File: config.mk
export PLATFORM = sky130hd
export DESIGN_NAME = mfp_uart_tx
export DESIGN_NICKNAME = d
export VERILOG_FILES = /design/src/rtl/mfp_uart_tx.sv
export SDC_FILE = /design/constraint.sdc
export NUM_CORES = 1
export LEC_CHECK = 0
export ABC_AREA = 1
export BUFFER_PORTS_ARGS = -buffer_cell sky130_fd_sc_hd__buf_4
export CELL_PAD_IN_SITES_DETAIL_PLACEMENT = 1
export CELL_PAD_IN_SITES_GLOBAL_PLACEMENT = 2
export CORE_UTILIZATION = 35
export CTS_CLUSTER_DIAMETER = 120
export DETAILED_ROUTE_END_ITERATION = 8
export PLACE_DENSITY = 0.75
export SLEW_MARGIN = 30
export SYNTH_ARGS = -nofsm -noshare
export SYNTH_HDL_FRONTEND = slang
export SYNTH_SLANG_ARGS = --single-unit
File: constraint.sdc
create_clock -name SI_ClkIn -period 2.2 [get_ports SI_ClkIn]
set_clock_uncertainty 0.2 [all_clocks]
set_input_delay 0.66 -clock SI_ClkIn [delete_from_list [all_inputs] [get_ports SI_ClkIn]]
set_output_delay 0.66 -clock SI_ClkIn [all_outputs]
set_load 0.02 [all_outputs]
File: src/rtl/mfp_uart_tx.sv
// mfp_uart_tx - 8N1 UART transmitter with a write FIFO for the MIPSfpga
// Nexys4 DDR system.
//
// Bus writes push bytes into a small circular FIFO. A four-state machine
// pops bytes and serializes them as: start bit, 8 data bits LSB-first,
// stop bit. Each bit lasts BAUD_DIV clocks. Back-to-back frames have no
// idle gap between them.
//
// Parameters
//   BAUD_DIV    clocks per bit, 2..65535 (434 = 115200 baud at 50 MHz)
//   FIFO_DEPTH  FIFO entries; must be a power of two and at least 2
//
// Ports
//   SI_ClkIn       system clock (rising edge)
//   SI_Reset_N     synchronous active-low reset
//   tx_wr_en       single-cycle write strobe
//   tx_data        byte to enqueue
//   tx_fifo_full   FIFO holds FIFO_DEPTH entries
//   tx_fifo_empty  FIFO holds no entries
//   tx_fifo_count  current FIFO occupancy
//   tx_busy        a frame is in progress
//   tx_overflow    sticky; set by a write while full, cleared by reset
//   UART_TX        registered serial line, idle high
module mfp_uart_tx #(
    parameter int BAUD_DIV   = 434,
    parameter int FIFO_DEPTH = 16
) (
    input  logic                              SI_ClkIn,
    input  logic                              SI_Reset_N,
    input  logic                              tx_wr_en,
    input  logic [7:0]                        tx_data,
    output logic                              tx_fifo_full,
    output logic                              tx_fifo_empty,
    output logic [$clog2(FIFO_DEPTH+1)-1:0]   tx_fifo_count,
    output logic                              tx_busy,
    output logic                              tx_overflow,
    output logic                              UART_TX
);

    localparam int AW = $clog2(FIFO_DEPTH);
    localparam int CW = $clog2(FIFO_DEPTH + 1);
    localparam int BW = 16;

    typedef enum logic [1:0] {
        S_IDLE,
        S_START,
        S_DATA,
        S_STOP
    } state_t;

    // FIFO storage and bookkeeping
    logic [7:0]    r_mem [FIFO_DEPTH];
    logic [AW-1:0] r_wptr;
    logic [AW-1:0] r_rptr;
    logic [CW-1:0] r_count;
    logic          r_ovf;

    // Serializer state
    state_t        r_state;
    state_t        w_state_nxt;
    logic [7:0]    r_shift;
    logic [7:0]    w_shift_nxt;
    logic [2:0]    r_bitcnt;
    logic [2:0]    w_bitcnt_nxt;
    logic [BW-1:0] r_baud;
    logic [BW-1:0] w_baud_nxt;
    logic          r_tx;
    logic          w_tx_nxt;

    logic          w_full;
    logic          w_empty;
    logic          w_push;
    logic          w_pop;
    logic          w_baud_end;

    // Flags come from the registered count only, so "full" is the value
    // before the edge. A write therefore cannot slip in on the same edge
    // that a pop takes the FIFO out of full.
    assign w_full     = (r_count == CW'(FIFO_DEPTH));
    assign w_empty    = (r_count == '0);
    assign w_push     = tx_wr_en && !w_full;
    assign w_baud_end = (r_baud == BW'(BAUD_DIV - 1));

    // Storage has no reset. Stale entries are unreachable once the
    // pointers are cleared.
    always_ff @(posedge SI_ClkIn) begin
        if (w_push) begin
            r_mem[r_wptr] <= tx_data;
        end
    end

    always_ff @(posedge SI_ClkIn) begin
        if (!SI_Reset_N) begin
            r_wptr  <= '0;
            r_rptr  <= '0;
            r_count <= '0;
            r_ovf   <= 1'b0;
        end else begin
            if (w_push) begin
                r_wptr <= r_wptr + AW'(1);
            end
            if (w_pop) begin
                r_rptr <= r_rptr + AW'(1);
            end
            // A simultaneous push and pop leaves the count unchanged.
            case ({w_push, w_pop})
                2'b10:   r_count <= r_count + CW'(1);
                2'b01:   r_count <= r_count - CW'(1);
                default: r_count <= r_count;
            endcase
            if (tx_wr_en && w_full) begin
                r_ovf <= 1'b1;
            end
        end
    end

    always_ff @(posedge SI_ClkIn) begin
        if (!SI_Reset_N) begin
            r_state  <= S_IDLE;
            r_shift  <= '0;
            r_bitcnt <= '0;
            r_baud   <= '0;
            r_tx     <= 1'b1;
        end else begin
            r_state  <= w_state_nxt;
            r_shift  <= w_shift_nxt;
            r_bitcnt <= w_bitcnt_nxt;
            r_baud   <= w_baud_nxt;
            r_tx     <= w_tx_nxt;
        end
    end

    // The line value is computed one cycle ahead so that UART_TX comes
    // straight from a flop. Every state change happens on a baud wrap,
    // so the baud counter is always 0 on entry to a new state.
    always_comb begin
        w_state_nxt  = r_state;
        w_shift_nxt  = r_shift;
        w_bitcnt_nxt = r_bitcnt;
        w_baud_nxt   = w_baud_end ? '0 : r_baud + BW'(1);
        w_tx_nxt     = r_tx;
        w_pop        = 1'b0;

        case (r_state)
            S_IDLE: begin
                w_baud_nxt = '0;
                w_tx_nxt   = 1'b1;
                if (!w_empty) begin
                    w_pop        = 1'b1;
                    w_shift_nxt  = r_mem[r_rptr];
                    w_bitcnt_nxt = '0;
                    w_state_nxt  = S_START;
                    w_tx_nxt     = 1'b0;
                end
            end
            S_START: begin
                w_tx_nxt = 1'b0;
                if (w_baud_end) begin
                    w_state_nxt = S_DATA;
                    w_tx_nxt    = r_shift[0];
                end
            end
            S_DATA: begin
                w_tx_nxt = r_shift[0];
                if (w_baud_end) begin
                    w_shift_nxt  = {1'b0, r_shift[7:1]};
                    w_bitcnt_nxt = r_bitcnt + 3'd1;
                    if (r_bitcnt == 3'd7) begin
                        w_state_nxt = S_STOP;
                        w_tx_nxt    = 1'b1;
                    end else begin
                        w_tx_nxt = r_shift[1];
                    end
                end
            end
            S_STOP: begin
                w_tx_nxt = 1'b1;
                if (w_baud_end) begin
                    // Chain straight into the next start bit when more
                    // data is waiting, so no idle cycle is inserted.
                    if (!w_empty) begin
                        w_pop        = 1'b1;
                        w_shift_nxt  = r_mem[r_rptr];
                        w_bitcnt_nxt = '0;
                        w_state_nxt  = S_START;
                        w_tx_nxt     = 1'b0;
                    end else begin
                        w_state_nxt = S_IDLE;
                    end
                end
            end
            default: begin
                w_state_nxt = S_IDLE;
                w_tx_nxt    = 1'b1;
            end
        endcase
    end

    assign tx_fifo_full  = w_full;
    assign tx_fifo_empty = w_empty;
    assign tx_fifo_count = r_count;
    assign tx_busy       = (r_state != S_IDLE);
    assign tx_overflow   = r_ovf;
    assign UART_TX       = r_tx;

endmodule

==> impl_metrics.yaml <==
yosys:
  synthesis.nets: 703
  yosysWarnings: 0
  synth_area_um2: 7405
  syn_area_per_cell_um2: 10.97
  synthCells: 675
  synth_seq_cells: 176
  async_reset_ff_frac: 0
  synth_edf_count: 128
  synth.distinct_cells: 33
  seq_area_frac_synth: 0.6489
  synthFlopType: "edfxtp_1"
setup_path:
  r2r_slack_ps: -230
  rr_endpoint: "tx_fifo_count[4]"
  required_ps: 2330
  critPathTopFamily: "simple AND/OR/NAND/NOR gates"
  cpPeakStageDelay_ps: 320
  worstSetupPathType: "reg2reg"
  path_cells: "inv_2 -> ha_4 -> nand3_2 -> nor2_2 -> nand4_1 -> nand2_2 -> nand2_4 -> inv_4 -> ha_4 -> xor2_2 -> ha_2 -> inv_2 -> nand2_4 -> nand2_2 -> nand3_2 -> nand2_1 -> nor2_1 -> nor2_1"
  worstSetupStartpointType: "flip-flop"
  worst-r2r-cell-count: 18
  r2r-start: "r_baud[1]"
  path_max_fanout: 4
  worstPathArrival_ps: 2560
  crit_slowest_cell: "dfxtp_2"
  cp-end-kind: "flip-flop"
  critical_path_buf_inv_count: 3
power_and_ir_drop:
  p_sw_uw: 3714
  finalPower_uw: 10390
  power_leakage_uw: 0.003471
  power_density_nw_per_um2: 1108
  power_switching_share: 0.3576
  ir_worst_vdd_mv: 0.8032
  p_seq_frac: 0.380
  power_frac_comb: 0.333
  p_int_uw: 6672
  p_clk_frac: 0.287
global_route:
  grt_pass1_vias: 5972
  antenna_found_initial: 0
  grt_pass1_wl_mm: 32.33
  grt-ovfl-total: 0
  grt_max_degree: 44
  grt_use_total: 0.1986
routing:
  drtAntennaViolNets: 0
  vias: 5508
  drc_errors: 0
  vias_per_cell: 5.211
  wl_per_cell_um: 19.47
  drtIter0Drc: 288
  wirelength_mm: 20.58
  dr.pass1.iters: 4
finish:
  diodes: 0
  finalNonFillerCells: 1057
  fin_nets: 802
  area_delta_synth_final_pct: 26.65
  drive_gt1_frac: 0.2872
  layout_commonest_cell: "edfxtp_1"
  most-common-layout-cells: "edfxtp_1, nor2_1, buf_4"
clocking:
  worstSkewPairLatency_ps: 440
  clockBufferDepth: 2
  hold_buffers: 0
  cts_tree: "yes"
  path_clk_slew_ps: 80
  cts_root_buf: "clkbuf_16"
  htree_levels: 4
  cts_sinks: 176
  cts_buffers: 17
sta:
  relSlewSlack: 0.7606
  max_slew.worst_pin.slew_ps: 359.0
  setup_viol: 3
  fmax_ghz: 0.4121
  rsz0062_at_grt: "yes"
  finalCriticalPeriod_ps: 2427
  hold_viol: 0
  fin_tns_setup_ps: -506.1
  period_share: 1.103
  setup_slack_ps: -226.6
  drv_slew: 0
worst_hold_path:
  hp-class: "in2reg"
  min_to: "tx_overflow"
  worstHoldStart: "tx_wr_en"
  holdPathStages: 3
placement:
  dpl.cell_count: 1013
  hpwl_mm: 13.96
  gp_congestion: 0.8580
  portBuffers: 20
floorplan:
  die-width_um: 147.5
  top_level_ports: 21
  core_area_um2: 20490
  dieArea_um2: 21740
  num_rows: 52
  initial_utilization: 0.3613
  dieHeight_um: 147.5
status:
  violations: "negative setup slack"
  outcome: "complete, but fails checks"
flow_run:
  cap_viol_max_count: 0
Yosys cell counts, types with 5 or more instances:
library cell	instances	area share
a21oi_1	33	0.022
buf_2	8	0.0054
clkbuf_1	19	0.0096
dfxtp_1	48	0.13
edfxtp_1	128	0.52
ha_1	17	0.029
inv_1	40	0.020
nand2_1	51	0.026
nand2_2	6	0.0051
nand3_1	33	0.022
nand4_1	5	0.0042
nor2_1	115	0.058
o211ai_1	15	0.015
o21a_1	6	0.0061
o21ai_0	83	0.056
o221ai_1	25	0.030
o22ai_1	8	0.0068
power groups by stage:
stage | clock (uW) | combinational (uW) | sequential, uW
after CTS | 3040 | 3260 | 3930
after floorplan | 0 | 1850 | 4020
final | 2980 | 3460 | 3940
after global placement | 0 | 2960 | 3990
after global routing | 3160 | 3830 | 3960
after detailed placement | 0 | 3090 | 4000
worst max-delay path by stage:
stage / startpoint / endpoint / depth (start not counted)
floorplan: r_baud[1] / tx_fifo_count[4] / 18
global placement: r_baud[1] / tx_fifo_count[4] / 18
detailed placement: r_baud[1] / tx_fifo_count[4] / 18
CTS: r_baud[0] / tx_fifo_count[4] / 17
global route: r_baud[3] / tx_fifo_count[4] / 17
finish: r_baud[1] / tx_fifo_count[4] / 18
worst register-to-register path: stages (launching register included):
cell,delay [ps]
dfxtp_2,320
inv_2,60
ha_4,130
nand3_2,70
nor2_2,90
nand4_1,160
nand2_2,150
nand2_4,60
inv_4,60
ha_4,160
xor2_2,180
ha_2,200
inv_2,50
nand2_4,60
nand2_2,70
nand3_2,80
nand2_1,50
nor2_1,110
nor2_1,60
registers in the layout (all words and copies together), names as in the netlist, named ones only:
name           cells
r_mem            128
r_baud            16
r_shift            8
tx_fifo_count      5
r_rptr             4
r_wptr             4
r_bitcnt           3
r_state            2
UART_TX            1
tx_overflow        1
cell type report:
class                   instances  area (um2)
inverters                      47       183.9
flip-flops and latches        176        4817
fillers                      2211       11120
multi-input cells             423        2572
repair buffers                109       875.8
clock inverters                15       165.2
clock buffers                  17       425.4
well taps                     270       337.8
layer usage:
metal,up-vias,track usage,wire length (um)
li1,2623,-,-
met4,0,0.07784,417
met3,32,0.03302,584
met5,-,0,0
met1,2768,0.2395,8723
met2,85,0.3531,10850
per-stage QoR:
step	instance area, um2	setup WS [ps]	util	hold slack, ps
after floorplan	7451	5.044	-	213.3
after global placement	8438	-105.5	0.4117	254.0
after detailed placement	8438	-291.1	0.4117	257.5
after CTS	9117	-192.2	0.4449	259.8
after global routing	9378	-356.8	0.4576	271.8
final	9378	-226.6	0.4576	268.7
logic make-up after synthesis:
group,synth area share
compound gates,0.1406
xor+xnor,0.007097
fa+ha+maj,0.02873
buf+inv,0.04157
flops,0.6489
simple gates,0.1332
repair_timing:
| item | 4_1_cts | 5_1_grt |
|---|---|---|
| buffers inserted | 6 | 9 |
| resized for setup | 20 | 55 |
| pin swaps | 13 | 28 |
| setup endpoints to repair | 6 | 84 |
Note: power is estimated with default switching activity, not from simulation.
